## src/rtl/riscv_pkg.sv

```systemverilog
// RV32I opcode constants and instruction-format classification shared by the encoder and the decoder.
`default_nettype none

package riscv_pkg;

  localparam logic [6:0] OP_RTYPE  = 7'b0110011;
  localparam logic [6:0] OP_ITYPE  = 7'b0010011;
  localparam logic [6:0] OP_LOAD   = 7'b0000011;
  localparam logic [6:0] OP_STORE  = 7'b0100011;
  localparam logic [6:0] OP_BRANCH = 7'b1100011;
  localparam logic [6:0] OP_JAL    = 7'b1101111;
  localparam logic [6:0] OP_JALR   = 7'b1100111;
  localparam logic [6:0] OP_LUI    = 7'b0110111;
  localparam logic [6:0] OP_AUIPC  = 7'b0010111;

  typedef enum logic [2:0] {
    FMT_R   = 3'd0,
    FMT_I   = 3'd1,
    FMT_S   = 3'd2,
    FMT_B   = 3'd3,
    FMT_J   = 3'd4,
    FMT_U   = 3'd5,
    FMT_BAD = 3'd6
  } fmt_e;

  typedef struct packed {
    logic [6:0]  opcode;
    logic [4:0]  rd;
    logic [4:0]  rs1;
    logic [4:0]  rs2;
    logic [2:0]  fn3;
    logic        fn7_5;
    logic [11:0] imm;
    logic [19:0] imm_uj;
  } fields_t;

  function automatic fmt_e op_format(input logic [6:0] op);
    fmt_e f;
    case (op)
      OP_RTYPE:                   f = FMT_R;
      OP_ITYPE, OP_LOAD, OP_JALR: f = FMT_I;
      OP_STORE:                   f = FMT_S;
      OP_BRANCH:                  f = FMT_B;
      OP_JAL:                     f = FMT_J;
      OP_LUI, OP_AUIPC:           f = FMT_U;
      default:                    f = FMT_BAD;
    endcase
    return f;
  endfunction

endpackage

`default_nettype wire

```

## src/rtl/sync_fifo.sv

```systemverilog
// Synchronous FIFO with async active-low reset and synchronous flush; reads a zero word when empty.
`default_nettype none

module sync_fifo #(
  parameter int WIDTH = 32,
  parameter int DEPTH = 4
) (
  input  logic                     clk,
  input  logic                     rst_n,
  input  logic                     flush,
  input  logic                     push,
  input  logic [WIDTH-1:0]         wdata,
  input  logic                     pop,
  output logic [WIDTH-1:0]         rdata,
  output logic                     full,
  output logic                     empty,
  output logic [$clog2(DEPTH):0]   count
);

  localparam int PW = $clog2(DEPTH);
  localparam int CW = PW + 1;

  logic [WIDTH-1:0] mem [DEPTH];
  logic [PW-1:0]    wr_ptr;
  logic [PW-1:0]    rd_ptr;
  logic [CW-1:0]    cnt;
  logic             push_ok;
  logic             pop_ok;

  assign full    = (cnt == CW'(DEPTH));
  assign empty   = (cnt == '0);
  assign push_ok = push && !full;
  assign pop_ok  = pop && !empty;
  assign count   = cnt;
  assign rdata   = empty ? '0 : mem[rd_ptr];

  always_ff @(posedge clk or negedge rst_n) begin
    if (!rst_n) begin
      wr_ptr <= '0;
      rd_ptr <= '0;
      cnt    <= '0;
    end else if (flush) begin
      wr_ptr <= '0;
      rd_ptr <= '0;
      cnt    <= '0;
    end else begin
      if (push_ok) wr_ptr <= wr_ptr + PW'(1);
      if (pop_ok)  rd_ptr <= rd_ptr + PW'(1);
      case ({push_ok, pop_ok})
        2'b10:   cnt <= cnt + CW'(1);
        2'b01:   cnt <= cnt - CW'(1);
        default: cnt <= cnt;
      endcase
    end
  end

  // Storage needs no reset: reads are masked by empty.
  always_ff @(posedge clk) begin
    if (push_ok && !flush) mem[wr_ptr] <= wdata;
  end

endmodule

`default_nettype wire

```

## src/rtl/instr_encoder.sv

```systemverilog
// RV32I field-to-word encoder: packs decoded fields into instruction words, queues them and
// emits each with a sequential byte address; unsupported opcodes are consumed and counted.
`default_nettype none

module instr_encoder
  import riscv_pkg::*;
#(
  parameter int            DEPTH     = 4,
  parameter int            AW        = 32,
  parameter logic [AW-1:0] BASE_ADDR = '0
) (
  input  logic                   clk,
  input  logic                   reset_n,
  input  logic                   flush,
  input  logic                   in_valid,
  output logic                   in_ready,
  input  logic [6:0]             opcode,
  input  logic [4:0]             rd,
  input  logic [4:0]             rs1,
  input  logic [4:0]             rs2,
  input  logic [2:0]             fn3,
  input  logic                   fn7_5,
  input  logic [11:0]            imm,
  input  logic [19:0]            imm_uj,
  output logic                   out_valid,
  input  logic                   out_ready,
  output logic [31:0]            out_instr,
  output logic [AW-1:0]          out_addr,
  output logic [$clog2(DEPTH):0] count,
  output logic                   illegal,
  output logic [7:0]             illegal_cnt
);

  function automatic logic [31:0] encode(input fields_t f, input fmt_e fmt);
    logic [31:0] w;
    case (fmt)
      FMT_R:   w = {1'b0, f.fn7_5, 5'b0, f.rs2, f.rs1, f.fn3, f.rd, f.opcode};
      FMT_I:   w = {f.imm, f.rs1, f.fn3, f.rd, f.opcode};
      FMT_S:   w = {f.imm[11:5], f.rs2, f.rs1, f.fn3, f.imm[4:0], f.opcode};
      // imm holds offset[12:1], so indices here are one below the ISA offset bits.
      FMT_B:   w = {f.imm[11], f.imm[9:4], f.rs2, f.rs1, f.fn3, f.imm[3:0], f.imm[10], f.opcode};
      FMT_J:   w = {f.imm_uj[19], f.imm_uj[9:0], f.imm_uj[10], f.imm_uj[18:11], f.rd, f.opcode};
      FMT_U:   w = {f.imm_uj, f.rd, f.opcode};
      default: w = '0;
    endcase
    return w;
  endfunction

  fields_t     fields;
  fmt_e        fmt;
  logic        legal;
  logic [31:0] word;
  logic        push;
  logic        pop;
  logic        fifo_push;
  logic        full;
  logic        empty;

  always_comb begin
    fields = '{opcode: opcode, rd: rd, rs1: rs1, rs2: rs2, fn3: fn3,
               fn7_5: fn7_5, imm: imm, imm_uj: imm_uj};
    fmt    = op_format(opcode);
    legal  = (fmt != FMT_BAD);
    word   = encode(fields, fmt);
  end

  assign in_ready  = !full;
  assign out_valid = !empty;
  assign push      = in_valid && in_ready;
  assign pop       = out_valid && out_ready;
  assign fifo_push = push && legal && !flush;

  sync_fifo #(
    .WIDTH (32),
    .DEPTH (DEPTH)
  ) u_fifo (
    .clk   (clk),
    .rst_n (reset_n),
    .flush (flush),
    .push  (fifo_push),
    .wdata (word),
    .pop   (pop),
    .rdata (out_instr),
    .full  (full),
    .empty (empty),
    .count (count)
  );

  always_ff @(posedge clk or negedge reset_n) begin
    if (!reset_n) begin
      out_addr    <= BASE_ADDR;
      illegal     <= 1'b0;
      illegal_cnt <= '0;
    end else if (flush) begin
      out_addr    <= BASE_ADDR;
      illegal     <= 1'b0;
      illegal_cnt <= '0;
    end else begin
      if (pop) out_addr <= out_addr + AW'(4);
      illegal <= push && !legal;
      if (push && !legal && illegal_cnt != 8'hFF) illegal_cnt <= illegal_cnt + 8'd1;
    end
  end

endmodule

`default_nettype wire

```

## config.mk

```make
export PLATFORM = sky130hd
export DESIGN_NAME = instr_encoder
export DESIGN_NICKNAME = d
export VERILOG_FILES = /design/src/rtl/riscv_pkg.sv /design/src/rtl/sync_fifo.sv /design/src/rtl/instr_encoder.sv
export SDC_FILE = /design/constraint.sdc
export NUM_CORES = 1
export LEC_CHECK = 0
export ABC_AREA = 1
export CAP_MARGIN = 20
export CORE_AREA = 2 2 131 133
export CTS_CLUSTER_DIAMETER = 30
export CTS_CLUSTER_SIZE = 28
export DETAILED_ROUTE_END_ITERATION = 8
export DIE_AREA = 0 0 133 135
export GPL_TIMING_DRIVEN = 1
export PLACE_DENSITY = 0.79
export SLEW_MARGIN = 30
export SYNTH_ARGS = -nofsm -noshare
export SYNTH_HDL_FRONTEND = slang
export SYNTH_SLANG_ARGS = --single-unit
```

## constraint.sdc

```tcl
create_clock -name clk -period 3.7 [get_ports clk]
set_input_delay 0.74 -clock clk [delete_from_list [all_inputs] [get_ports clk]]
set_output_delay 0.74 -clock clk [all_outputs]
set_load 0.03 [all_outputs]
```

After elaboration in Yosys (flattened, before gate mapping):

Memories as Yosys holds them, arrays and structs flattened.
Index checks and enable logic that the tools add are counted.

* flip-flop bits (word level): 48
* latch bits: 0
* bits in writable memories: 128
* bits in read-only memories: 0
* input bits: 63
* output and inout bits: 78
* logic and storage cells: 70
* memories kept: 1

Memory list
* u_fifo.mem: depth 4, width 32, rd ports 1, clocked after memory_dff 0, write ports 1, RTL line sync_fifo.sv:23 `logic [WIDTH-1:0] mem [DEPTH];`

* add/sub/neg operators: 6
* multipliers: 0
* div/mod/pow operators: 0
* order comparisons: 0
* eq/ne operators: 19
* shift operators: 0
* muxes and demuxes: 16
* bitwise logic cells: 0
* reduce and logical (&&, ||, !) cells: 22

Operators by type and width (count)
* $pmux 32 s6: 1
* $mux 32: 3
* $add 32x3->32 const B: 1
* $eq 7x6->1 const B: 3
* $eq 7x7->1 const B: 3
* $pmux 3 s6: 1
* $mux 8: 2
* $eq 7x5->1 const B: 2
* $eq 3x3->1 const B: 3
* $logic_and 1x1->1: 9
* $add 8x1->8 const B: 1
* $mux 2: 4
* $ne 8x8->1 const B: 1
* $reduce_bool 2->1: 4
* $eq 7x2->1 const B: 1
* $eq 3x2->1 const B: 2
* $logic_not 3->1: 2
* $pmux 3 s2: 1
* $add 2x1->2 const B: 2
* $logic_not 1->1: 4
* $add 3x1->3 const B: 1
* $eq 3x1->1 const B: 1
* $mux 1: 3
* $mux 3: 1
* other kinds (7): 7

Depth between registers and ports, before layout:

* depth after elaboration: 10
* mapped depth: 18
* gate-level depth less buffers: 18

Cells and area by module:

From an unflattened synthesis, not the netlist that was laid out.

* cells, all modules: 935
* area, all modules: 8694.6 µm²

By module, submodules not included
* sync_fifo: instances 1, cells each 446, area each 5472.7 µm², seq. area each 4018.9 µm²
* instr_encoder: instances 1, cells each 489, area each 3221.8 µm², seq. area each 975.9 µm²

Worst setup path before layout:

Ideal clock, no wire load.

* path type: input to register
* start: input opcode[0]
* end: memory u_fifo.mem[0][0], enable pin
* library setup time: 421 ps
* data arrival time: 3208 ps
* data required time: 3279 ps
* path slack: 71 ps
* cell stages on the path: 11
* buffers on the path: 0
* cells stage by stage: nand2_1 -> nor2_1 -> nand2_1 -> nand2_1 -> inv_2 -> ha_1 -> inv_1 -> nor2_2 -> nand2_8 -> nand2_1 -> nor2_1

* longest elaborated chain between the ends: 10
* elaborated cells on any way between the ends: 19
* those cells by class: eq/ne: 10; mux: 3; reduce/logical: 6

RTL lines
* start: declaration: RTL line instr_encoder.sv:17 `input logic [6:0] opcode,`
* $eq 7x5->1 (tied with other cells): RTL line riscv_pkg.sv:39 `case (op)`
* $reduce_or 3->1 / $reduce_or 2->1 (equally long branches): RTL line riscv_pkg.sv:39
* $pmux 3 s6 (*): RTL line riscv_pkg.sv:39
* $ne 3x3->1 (*): RTL line instr_encoder.sv:63 `legal = (fmt != FMT_BAD);`
* $logic_and 1x1->1 (*) (2 in series): RTL line instr_encoder.sv:71 `assign fifo_push = push && legal && !flush;`
* $logic_and 1x1->1 (*): RTL line sync_fifo.sv:32 `assign push_ok = push && !full;`
* $logic_and 1x1->1 (*): RTL line sync_fifo.sv:59 `if (push_ok && !flush) mem[wr_ptr] <= wdata;`
* $mux 1 (*): RTL line sync_fifo.sv:59
* $mux 1 (implied by the code) (*): RTL line sync_fifo.sv:59
* end: declaration: RTL line sync_fifo.sv:23

Every way passes the cells marked *; elsewhere a longest branch is shown, timed or not.

Worst setup path after layout:

* start: register u_fifo.rd_ptr[0]
* end: output out_instr[30]

* longest elaborated chain between the ends: 2

RTL lines
* start: declaration: RTL line sync_fifo.sv:25 `logic [PW-1:0] rd_ptr;`
* start signal: assignment: RTL line sync_fifo.sv:48 `if (pop_ok) rd_ptr <= rd_ptr + PW'(1);`
* $mem_v2 4x32
* $mux 32: RTL line sync_fifo.sv:35 `assign rdata = empty ? '0 : mem[rd_ptr];`
* end: declaration: RTL line instr_encoder.sv:27 `output logic [31:0] out_instr,`

No other way between the ends.

==> impl_metrics.csv <==
group,metric,value,unit
status,status,"finished, final reports clean",
sta,clock.fmax,292.9,MHz
die,ios,141,
critical_path,crit_required,2.96,ns
yosys,ys_seq_elements,174,
route,ant_nets,0,
route,first_pass_iters,7,
sta,hold_viol,0,
cts,postCtsHoldBufs,0,
yosys,yosysWarnings,0,
cts,cts_tree,"yes",
die,design.die.area,17960,sq um
sta,tightest_slew,0.7007,ns
global_routing,overflow,0,
cts,cts_max_level,4,
route,via_per_inst,5.558,
route,drc,0,
yosys,ys_seq_area_share,57.04,%
power_and_ir_drop,p_total,6.183,mW
sta,maxSlewViolCount,0,
layout,layout.nets,1173,
critical_path,crit_chain,"buf_4 > nor2_1 > nor2_1 > o21ai_0 > a21oi_1 > clkdlybuf4s50_1",
die,core,16410,sq um
critical_path,endpoint_kind,"output pin",
critical_path,path_class,"flip-flop to output pin",
min_path,hp-class,"primary input to asynchronous set/reset pin",
yosys,netlist_area,8757,sq um
layout,drive_above_1_share,12.20,%
layout,final_common_cell,"nor2_1",
sta,tns,0,ns
critical_path,cpMaxStageDelayCell,"clkdlybuf4s50_1",
cts,clkSlewWorstSetupHoldPaths,0.07,ns
power_and_ir_drop,p_per_area,554.2,nW/um^2
die,dieHeight,135,um
global_routing,grt_usage,25.55,%
die,start_util,53.37,%
layout,num_antenna_cells,0,
placement,gp_congestion,0.9699,
critical_path,critPathMaxFanout,65,
route,wl_per_cell,16.78,um
critical_path,start_kind,"flip-flop",
layout,final_cell_mix,"nor2_1, nand2_1, edfxtp_1",
cts,postCtsSetupBuffers,0,
sta,whs,0.3233,ns
die,die_w,133,um
cts,cts_num_sinks,174,
sta,finClkSkew,0.008487,ns
route,num_vias,7420,
cts,clockBufferDepth,2,
critical_path,slowest_delay,0.73,ns
critical_path,cp.arrival,2.67,ns
global_routing,grt_first_pass_wirelength,35280,um
yosys,synth_edf_count,128,
cts,clkLatencyLatePin,0.44,ns
sta,finalSetupViolCount,0,
cts,cts_resized,0,
sta,rsz0062_at_grt,"false",
yosys,async_reset_ff_share,26.44,%
placement,placement.io_buffers,138,
global_routing,antenna_found_initial,1,
global_routing,grt_start_max_net_pins,66,
route,drtIter0Drc,871,
global_routing,grt_pass1_vias,6944,
critical_path,timing.critical_path.mode_cell,"nor2_1",
sta,max_slew_margin,53.29,%
yosys,synth_ff_type,"edfxtp_1",
yosys,avgSynthCellArea,9.151,sq um
cts,numCtsBuffers,17,
flow_run,drv_cap,0,
die,rows,47,
layout,area_growth,27.40,%
placement,post-dp-hpwl,15140,um
power_and_ir_drop,ir_drop,0.3998,mV
sta,min_period,3.415,ns
yosys,syn-instance-count,957,
yosys,yosysUniqueCellTypes,41,
sta,min_period_over_period,92.29,%
route,drt-total-wl,22400,um
cts,cts_root_buffer,"clkbuf_16",
power_and_ir_drop,power_leakage,4.079,nW
where the power goes:
group          switching [mW]  internal (mW)
sequential             0.0367           2.12
clock                   0.817           1.02
combinational            1.34          0.852
total                    2.19           3.99
cells in the mapped netlist, types with 2 or more instances:
library cell	number	share of area (%)
clkbuf_1	26	1.1
nor3_2	2	0.23
buf_2	3	0.17
nor3_1	16	0.91
inv_2	11	0.47
nor2_1	202	8.7
xor2_1	5	0.50
nand2_4	6	0.77
a31oi_2	5	0.71
nand2_8	2	0.46
buf_6	3	0.39
o21ai_2	3	0.30
o21ai_0	93	5.3
edfxtp_1	128	44
nand3_2	3	0.34
ha_1	7	1.0
a211oi_1	3	0.26
nand3_1	51	2.9
nor4_1	6	0.43
dfrtp_1	46	13
a21oi_1	57	3.3
o31ai_1	2	0.17
buf_4	4	0.34
a21boi_0	5	0.43
nand4_1	22	1.6
inv_1	73	3.1
buf_1	2	0.086
nor3_4	3	0.56
nand2_1	147	6.3
nand2_2	2	0.14
nor2_4	5	0.64
nor2_2	5	0.36
final cells by class:
class                      count  area (sq um)
fill                        1225          5250
sequential                   174          4996
multi-input combinational    662          3277
timing repair buffer         163          1687
clock buffer                  18         429.2
inverter                      84         315.3
tap                          220         275.3
clock inverter                14         177.7
layer usage:
metal  part of all wire, %  GRT usage, %  wire length (um)
met1                    43         35.80              9603
met2                    46         39.52             10270
met3                   9.6         6.757              2151
met4                   1.7         7.467               371
met5                     0             0                 0
stage by stage:
stage / util, % / setup WS, ns / std cells / cell area (sq um)
floorplan: - / 0.07080 / 958 / 8761
global placement: 64.30 / 0.2466 / 1303 / 10550
detailed placement: 64.30 / 0.1658 / 1303 / 10550
CTS: 68.00 / 0.2912 / 1335 / 11160
global route: 68.00 / 0.1883 / 1335 / 11160
finish: 68.00 / 0.2854 / 1335 / 11160
sequential cells by signal (all words and copies together), names as in the netlist:
register / flops
u_fifo.mem: 128
out_addr: 30
illegal_cnt: 8
u_fifo.count: 3
u_fifo.rd_ptr: 2
u_fifo.wr_ptr: 2
illegal: 1
logic make-up (layout without fill, tap and decap cells):
| logic type | after synthesis | in the layout | share of synthesized area [%] |
|---|---|---|---|
| simple gates | 475 | 475 | 24.68 |
| fa+ha+maj | 8 | 8 | 1.229 |
| compound gates | 171 | 171 | 10.72 |
| other cells | 1 | 2 | 0.04282 |
| flops | 174 | 174 | 57.04 |
| buf+inv | 122 | 279 | 5.701 |
| xor+xnor | 6 | 6 | 0.6001 |
critical path, delay by kind of cell, from the launching register on:
kind / cells / cell delay (ns)
compound gates: 2 / 0.39
simple gates: 2 / 0.23
flops: 1 / 0.35
buf+inv: 2 / 1.28
final timing paths:
| kind | start | end | slack (ns) | cells after the start |
|---|---|---|---|---|
| hold reg to reg | illegal_cnt[3]$_DFFE_PN0P_ | illegal_cnt[3]$_DFFE_PN0P_ | 0.52 | 1 |
| hold / removal | reset_n | illegal_cnt[1]$_DFFE_PN0P_ | 0.32 | 1 |
| setup / recovery | u_fifo.rd_ptr[0]$_DFFE_PN0P_ | out_instr[30] | 0.29 | 6 |
| max in group asynchronous | reset_n | out_addr[17]$_DFFE_PN0N_ | 2.65 | 2 |
| setup reg to reg | u_fifo.count[0]$_DFFE_PN0P_ | u_fifo.count[2]$_DFFE_PN0P_ | 1.44 | 11 |
| min in group clk | illegal_cnt[3]$_DFFE_PN0P_ | illegal_cnt[3]$_DFFE_PN0P_ | 0.52 | 1 |
(Power assumes the default switching activity.)
